<file path="src/rtl/nn_pkg.sv">
// Shared constants, FSM state type and the requantization function for nn_act_quant.
// Clamp mode is selected by macro NN_ACT_RELU_EN (defined: ReLU 0..127, undefined: -128..127).
package nn_pkg;

   localparam int unsigned ACC_W = 32;
   localparam int unsigned ACT_W = 8;

   typedef enum logic [1:0] {
      StIdle,
      StRun,
      StFlush
   } nn_state_e;

   // Add, round half-up, arithmetic shift, then clamp to an 8-bit activation.
   function automatic logic [ACT_W-1:0] requant(input logic [ACC_W-1:0] acc,
                                                input logic [ACC_W-1:0] bias,
                                                input int unsigned shift);
      logic signed [ACC_W+1:0] s;
      logic signed [ACC_W+1:0] r;
      logic signed [ACC_W+1:0] rnd;
      rnd = 34'sd1 <<< (shift - 1);
      // Two guard bits: the sum of two 32-bit operands plus the rounding term cannot overflow.
      s = $signed({{2{acc[ACC_W-1]}}, acc}) + $signed({{2{bias[ACC_W-1]}}, bias}) + rnd;
      r = s >>> shift;
`ifdef NN_ACT_RELU_EN
      if (r < 34'sd0) begin
         return 8'h00;
      end else if (r > 34'sd127) begin
         return 8'h7f;
      end
`else
      if (r < -34'sd128) begin
         return 8'h80;
      end else if (r > 34'sd127) begin
         return 8'h7f;
      end
`endif
      return r[ACT_W-1:0];
   endfunction

endpackage

</file>
<file path="src/rtl/nn_requant.sv">
// Combinational requantization of one accumulator/bias pair to one activation byte.
// Clamp mode follows macro NN_ACT_RELU_EN through nn_pkg::requant.
module nn_requant
   import nn_pkg::*;
#(
   parameter int unsigned SHIFT = 8
) (
   input  logic [ACC_W-1:0] acc,
   input  logic [ACC_W-1:0] bias,
   output logic [ACT_W-1:0] act
);

   always_comb begin
      act = requant(acc, bias, SHIFT);
   end

endmodule

</file>
<file path="src/rtl/nn_act_quant.sv">
// Requantizes a frame of N_NEURON accumulators and packs four activations per output word.
// Macro NN_ACT_RELU_EN selects ReLU clamping; otherwise signed saturation is used.
module nn_act_quant
   import nn_pkg::*;
#(
   parameter int unsigned N_NEURON = 50,
   parameter int unsigned SHIFT    = 8
) (
   input  logic             i_clk,
   input  logic             i_rst_n,
   input  logic             i_valid,
   output logic             o_ready,
   input  logic [ACC_W-1:0] i_acc,
   input  logic [ACC_W-1:0] i_bias,
   output logic             o_valid,
   input  logic             i_ready,
   output logic [31:0]      o_data,
   output logic             o_last,
   output logic             o_busy
);

   localparam logic [7:0] LAST_IDX = 8'(N_NEURON - 1);

   nn_state_e        state;
   logic [7:0]       neuron;
   logic [1:0]       lane;
   logic [31:0]      pack;
   logic [31:0]      pack_next;
   logic [ACT_W-1:0] act;
   logic             in_fire;
   logic             out_fire;
   logic             last_neuron;
   logic             word_done;

   nn_requant #(
      .SHIFT (SHIFT)
   ) u_requant (
      .acc  (i_acc),
      .bias (i_bias),
      .act  (act)
   );

   // FLUSH blocks new pairs until the final word leaves, so frames never merge.
   assign o_ready     = (state != StFlush) && (!o_valid || i_ready);
   assign in_fire     = i_valid && o_ready;
   assign out_fire    = o_valid && i_ready;
   assign last_neuron = (neuron == LAST_IDX);
   assign word_done   = last_neuron || (lane == 2'd3);

   always_comb begin
      pack_next = pack;
      unique case (lane)
         2'd0: pack_next[31:24] = act;
         2'd1: pack_next[23:16] = act;
         2'd2: pack_next[15:8]  = act;
         2'd3: pack_next[7:0]   = act;
         default: pack_next = pack;
      endcase
   end

   always_ff @(posedge i_clk or negedge i_rst_n) begin
      if (!i_rst_n) begin
         state   <= StIdle;
         neuron  <= '0;
         lane    <= '0;
         pack    <= '0;
         o_valid <= 1'b0;
         o_data  <= '0;
         o_last  <= 1'b0;
         o_busy  <= 1'b0;
      end else begin
         if (out_fire) begin
            o_valid <= 1'b0;
            o_last  <= 1'b0;
         end
         // A completing transfer may overwrite a word draining in the same cycle.
         if (in_fire) begin
            if (word_done) begin
               o_valid <= 1'b1;
               o_data  <= pack_next;
               o_last  <= last_neuron;
               pack    <= '0;
               lane    <= '0;
            end else begin
               pack <= pack_next;
               lane <= lane + 2'd1;
            end
            neuron <= last_neuron ? 8'd0 : neuron + 8'd1;
         end
         case (state)
            StIdle: begin
               if (in_fire) begin
                  state  <= last_neuron ? StFlush : StRun;
                  o_busy <= 1'b1;
               end
            end
            StRun: begin
               if (in_fire && last_neuron) begin
                  state <= StFlush;
               end
            end
            StFlush: begin
               if (out_fire) begin
                  state  <= StIdle;
                  o_busy <= 1'b0;
               end
            end
            default: begin
               state  <= StIdle;
               o_busy <= 1'b0;
            end
         endcase
      end
   end

endmodule

</file>
<file path="config.mk">
export PLATFORM = sky130hd
export DESIGN_NAME = nn_act_quant
export DESIGN_NICKNAME = d
export VERILOG_FILES = /design/src/rtl/nn_pkg.sv /design/src/rtl/nn_requant.sv /design/src/rtl/nn_act_quant.sv
export SDC_FILE = /design/constraint.sdc
export NUM_CORES = 1
export LEC_CHECK = 0
export CAP_MARGIN = 20
export CORE_AREA = 5 5 113 115
export CTS_BUF_LIST = sky130_fd_sc_hd__clkbuf_16
export DETAILED_ROUTE_END_ITERATION = 6
export DIE_AREA = 0 0 118 120
export GPL_TIMING_DRIVEN = 0
export PLACE_DENSITY_LB_ADDON = 0.2
export SKIP_CTS_REPAIR_TIMING = 1
export SLEW_MARGIN = 20
export SYNTH_ARGS = -nofsm -noshare
export SYNTH_HDL_FRONTEND = slang
export SYNTH_SLANG_ARGS = --single-unit
</file>
<file path="constraint.sdc">
create_clock -name i_clk -period 4.2 [get_ports i_clk]
set_clock_uncertainty 0.1 [all_clocks]
set_input_delay 0.84 -clock i_clk [delete_from_list [all_inputs] [get_ports i_clk]]
set_output_delay 0.84 -clock i_clk [all_outputs]
set_load 0.005 [all_outputs]
</file>
==> run summary, run 1 <==
Most common cell after layout, fill and taps aside = dfrtp_1
Slew headroom = 38.1%
Number of buffers added on ports = 103
Initial Util = 50.0%
Vias = 6,339
Clock tree from TritonCTS = done
Max-cap violations = 0
Global route hottest layer = met2
Placed cell count = 913
Die Span X = 118 µm
Main combinational cell family by area after synthesis = compound AO/OA/AOI/OAI gates
Die H = 120 µm
Post-route setup TNS = -389 ps
Final setup viols = 27
P_int = 2.68 mW
Num Clock Sinks = 79
Vias per inst = 6.55
Max Slew Vio Count = 0
Fin cells = 968
Leakage power = 4.12 nW
Post-DP HPWL = 12.4 mm
Post-Synth Simple-Gate Area = 18.3%
Crit path kind = in2reg
Fin. Hold Viols = 0
DRT Pass-1 Iters = 5
Root buf cell = clkbuf_16
CP arrival = 4330 ps
Synthesis-to-finish area growth = 62.0%
Final Cell Area = 9480 µm²
Synth async-reset ratio = 100%
Antenna Nets Post-Route = 0
Setup ws final = -50.5 ps
Seq pwr share = 28.6%
Tmin final = 4250 ps
Number of fill cells = 680
Iter 0 DRT Violations = 659
Sequential-to-total area share from yosys stat = 33.8%
Min Hold Slack = 271 ps
Clock Tree Buf Depth = 2
Result of the run = finished, violations left
Failing checks = negative setup slack
Clock power frac = 17.5%
Pin count of the biggest net entering global routing = 62
Xor/xnor share of the synthesized area = 2.84%
Crit. End Element = register
Routing usage on met3 = 3.44%
Synth warn = 0
Clk pin slew, worst setup/hold paths = 60 ps
Die ar. = 14,200 µm²
DRT Wirelength = 20.2 mm
Least-Margin Pin Slew = 922 ps
Psw = 1.74 mW
Primary FF master, synth = dfrtp_1
Comb power frac = 54.0%
Syn Inst Count = 662
Row Count = 40
Drt drc = 0
Net Sw Frac = 39.3%
Num CTS Buffers = 9
Post-synth EDFFs = 0
CP required = 4280 ps
Per-cell routed wire length = 20.9 µm
Fmax = 235 MHz
Most frequent cells in the layout = dfrtp_1, clkdlybuf4s50_1, nand2_1
GP Congestion = 0.905
Worst-skew pair later-pin latency = 340 ps
P per Cell Area = 466 nW/µm²
Syn_area_per_cell = 8.84 µm²
Post-synth cell types = 65
Placed cell area = 7090 µm²
Critical Path Source Type = input port
Hold crit path type = in2async
Final Net Count = 952
Layout Utilization = 80.9%
Share of cells above drive strength 1 = 29.4%
Met2 Usage GRT = 38.7%
Final Power = 4.42 mW
Post-Synth Adder-Cell Area = 14.5%
DP Worst Slack = -1120 ps
First-pass GRT wire length = 26.5 mm
Post-synthesis compound-gate area fraction = 26.4%
Vias in the first global route = 5,593
Syn nets = 798
Met1 Use GR = 27.8%
Largest vdd supply drop = 474 µV
Total Routing Usage GR = 22.2%
Multiplexer area fraction after synthesis = 0.192%
Initial antenna violation count = 0
Crit share post-route = 101%
Core Region = 11,700 µm²
H-Tree Depth = 3
Ant diodes = 0
Total grt overflow = 0
Post-Synthesis Cell Area = 5850 µm²
Crit-path max FO = 8
Synth Register Bits = 79
IO Pins = 104
[cell usage after synthesis, types with 4 or more instances]
master	n	area, µm²
dfrtp_1	79	1980
ha_1	68	851
nand2_1	68	255
a21oi_1	46	230
o21ai_0	45	225
nor2_1	31	116
a31oi_1	27	169
clkbuf_1	23	86.3
o22ai_1	23	144
o311ai_1	21	184
nor3_1	19	95.1
inv_1	17	63.8
nand3_1	15	75.1
and2_1	14	87.6
nand4_1	14	87.6
o21bai_1	12	90.1
xnor2_1	10	87.6
or3_1	9	56.3
xor2_1	9	78.8
a21o_1	8	60.1
nand2b_1	8	50.1
a22o_1	7	61.3
and3_1	7	43.8
buf_2	6	30.0
o21ai_1	6	30.0
a2111oi_0	5	43.8
a211oi_1	5	37.5
o21a_1	4	30.0
[path summary, 6_finish.rpt]
check / cells after the start / startpoint / slack [ps] / endpoint
worst max-delay path: 14 / i_bias[11] / -50 / o_data[11]
worst min-delay path: 1 / i_rst_n / 270 / pack[3]
worst max register to register: 9 / neuron[6] / 970 / o_data[10]
worst min register to register: 1 / neuron[7] / 370 / neuron[7]
max in group asynchronous: 2 / i_rst_n / 3160 / neuron[6]
min in group i_clk: 1 / neuron[7] / 370 / neuron[7]
[power groups by stage]
stage                     registers (mW)  logic, mW  clock network [mW]
final                               1.26       2.39               0.772
after detailed placement            1.26       1.66                   0
after global routing                1.29       2.55               0.808
after floorplan                     1.23      0.967                   0
after CTS                           1.25       1.67               0.769
after global placement              1.24       1.61                   0
[flip-flops by register name, summed over array words and instances, names as in the netlist]
name / flops
o_last: 1
pack: 32
lane: 2
o_busy: 1
neuron: 8
o_valid: 1
state: 2
o_data: 32
[cells by family (layout without fill, tap and decap cells)]
logic type                 after synthesis  in the layout
DFF                                     79             79
buffers and inverters                   52            211
AOI/OAI and AO/OA                      236            236
and+or+nand+nor                        207            207
muxes                                    1              1
xor gates and xnor gates                19             19
adders and majority gates               68             68
[layer usage]
metal  part of all wire, %  vias up
met3                   6.3       74
met2                    51      341
met4                   3.6        0
met5                     0        -
li1                      -     2847
met1                    39     3077
[critical path, cell delays in order]
cell and delay (ps):
clkdlybuf4s50_1 510, ha_4 220, ha_4 280, a21oi_2 170
o21ai_0 170, a21oi_1 270, nand2_1 100, xnor2_1 410
o211ai_1 240, nor4_4 310, nand4_1 260, nand2_2 290
buf_6 170, a31oi_1 90
[layout make-up]
type	instances	area, µm²	area share (%)
Multi-Input combinational cell	531	5200	54.9
Tap cell	147	184	1.94
Timing Repair Buffer	153	1580	16.6
Clock inverter	7	65.1	0.686
Buffer	25	181	1.91
Sequential cell	79	1980	20.9
Clock buffer	9	225	2.38
Inverter	17	63.8	0.673
Power figures use the tool's default switching activity.
==> run 2: changes to the inputs <==
PLACE_DENSITY = 0.87   (was default)
PLACE_DENSITY_LB_ADDON = default   (was 0.2)
TNS_END_PERCENT = 30   (was default)
==> run summary, run 2 (same netlist as run 1, synthesis figures left out) <==
Result of the run = finished, violations left (unchanged)
Failing checks = negative setup slack (unchanged)
Final Cell Area = 9380 µm² (was 9480 µm²)
Total Routing Usage GR = 21.4% (was 22.2%)
Clock power frac = 16.6% (was 17.5%)
Seq pwr share = 28.2% (was 28.6%)
IO Pins = 104 (unchanged)
Most common cell after layout, fill and taps aside = dfrtp_1 (unchanged)
Fmax = 222 MHz (was 235 MHz)
Per-cell routed wire length = 24.1 µm (was 20.9 µm)
Crit path kind = in2reg (unchanged)
Final setup viols = 49 (was 27)
CP arrival = 4560 ps (was 4330 ps)
First-pass GRT wire length = 25.8 mm (was 26.5 mm)
Max-cap violations = 0 (unchanged)
Total grt overflow = 0 (unchanged)
Initial antenna violation count = 0 (unchanged)
Clock tree from TritonCTS = done (unchanged)
DRT Pass-1 Iters = 6 (was 5)
Most frequent cells in the layout = dfrtp_1, clkdlybuf4s50_1, nand2_1 (unchanged)
Slew headroom = 34.1% (was 38.1%)
H-Tree Depth = 3 (unchanged)
Number of fill cells = 603 (was 680)
Synthesis-to-finish area growth = 60.4% (was 62.0%)
Vias = 6,811 (was 6,339)
Ant diodes = 0 (unchanged)
Max Slew Vio Count = 0 (unchanged)
Flop2flop setup slack = 220 ps (was 970 ps)
P_int = 2.65 mW (was 2.68 mW)
Pin count of the biggest net entering global routing = 43 (was 62)
Iter 0 DRT Violations = 920 (was 659)
Num CTS Buffers = 9 (unchanged)
Multi-input logic area = 5170 µm² (was 5200 µm²)
P per Cell Area = 486 nW/µm² (was 466 nW/µm²)
Worst-skew pair later-pin latency = 340 ps (about the same)
CP required = 4260 ps (was 4280 ps)
Die ar. = 14,200 µm² (unchanged)
Vias in the first global route = 5,526 (was 5,593)
Row Count = 40 (unchanged)
Psw = 1.92 mW (was 1.74 mW)
Antenna Nets Post-Route = 0 (unchanged)
Net Sw Frac = 42.0% (was 39.3%)
Crit share post-route = 107% (was 101%)
Register area = 1980 µm² (unchanged)
Fin. Hold Viols = 0 (unchanged)
Post-DP HPWL = 12.0 mm (was 12.4 mm)
Initial Util = 50.0% (unchanged)
Tmin final = 4500 ps (was 4250 ps)
Layout Utilization = 80.1% (was 80.9%)
Final Net Count = 947 (was 952)
Die H = 120 µm (unchanged)
Share of cells above drive strength 1 = 28.9% (was 29.4%)
Core Region = 11,700 µm² (unchanged)
Crit. End Element = register (unchanged)
Num Clock Sinks = 79 (unchanged)
Comb power frac = 55.1% (was 54.0%)
Largest regs = o_data (32), pack (32), neuron (8) (unchanged)
Root buf cell = clkbuf_16 (unchanged)
Least-Margin Pin Slew = 981 ps (was 922 ps)
Vias per inst = 7.07 (was 6.55)
DRT Wirelength = 23.2 mm (was 20.2 mm)
Clk pin slew, worst setup/hold paths = 60 ps (about the same)
Number of buffers added on ports = 103 (unchanged)
GP Congestion = 0.898 (was 0.905)
Critical Path Source Type = input port (unchanged)
Drt drc = 0 (unchanged)
Largest vdd supply drop = 454 µV (was 474 µV)
Setup ws final = -296 ps (was -50.5 ps)
Leakage power = 4.13 nW (was 4.12 nW)
Clock Tree Buf Depth = 2 (unchanged)
Fin cells = 963 (was 968)
Hold crit path type = in2async (unchanged)
Placed cell area = 7080 µm² (was 7090 µm²)
Placed cell count = 913 (unchanged)
Crit-path max FO = 7 (was 8)
Die Span X = 118 µm (unchanged)
run 2: cell types whose count changed in the layout (fill, tap and decap cells not counted), sizes merged:
cell           delta
buf               -5
clkinv            +3
clkdlybuf4s50     -2
clkinvlp          -2
dlymetal6s2s      +2
bufinv            -1
run 2: worst paths after layout:
check,start,end,depth (start not counted)
max reg2reg,neuron[1],o_data[19],9
min,i_rst_n,o_data[25],1
min in group i_clk,neuron[7],neuron[7],1
max in group asynchronous,i_rst_n,pack[21],2
max,i_acc[12],o_data[5],15
min reg2reg,neuron[7],neuron[7],1
run 2: area by class of cell:
class                      count  share of cell area [%]
buffer                        25                    2.08
clock buffer                   9                    2.40
clock inverter                 7                   0.587
inverter                      17                   0.680
multi-input combinational    531                    55.2
sequential                    79                    21.1
tap                          147                    1.96
timing repair buffer         148                    16.1
run 2: routing by layer:
layer,share of wire (%),vias up,GRT usage [%]
li1,-,2832,-
met1,35,3218,28.4
met2,49,574,35.8
met3,9.3,187,3.20
met4,6.8,0,7.24
met5,0,-,0
run 2: power by group through the flow:
stage	clock, mW	sequential, mW	combinational [mW]
5_1_grt	0.784	1.31	2.64
6_report	0.758	1.29	2.52
3_5_place_dp	0	1.27	1.65
2_1_floorplan	0	1.23	0.967
4_1_cts	0.735	1.25	1.66
3_3_place_gp	0	1.25	1.60
run 2: critical path, cell delays in order:
cell and delay [ps]:
clkdlybuf4s50_1 400, ha_1 350, ha_4 300, nand2_1 140
o21a_2 220, buf_4 140, nor3b_1 300, o21ai_0 220
nand3b_1 270, nand3_4 110, nor4_4 320, nand4_1 310
nand2_2 340, buf_6 170, a31oi_1 110
run 2: per-stage QoR:
stage	hold WS [ps]	TNS, ps	worst slack (ps)	total power [mW]
after floorplan	343	0	98.5	2.19
after CTS	378	-31250	-806	3.65
after detailed placement	366	-49780	-1120	2.91
after global routing	395	-14270	-399	4.74
after global placement	360	-85100	-1070	2.85
final	366	-8280	-296	4.56
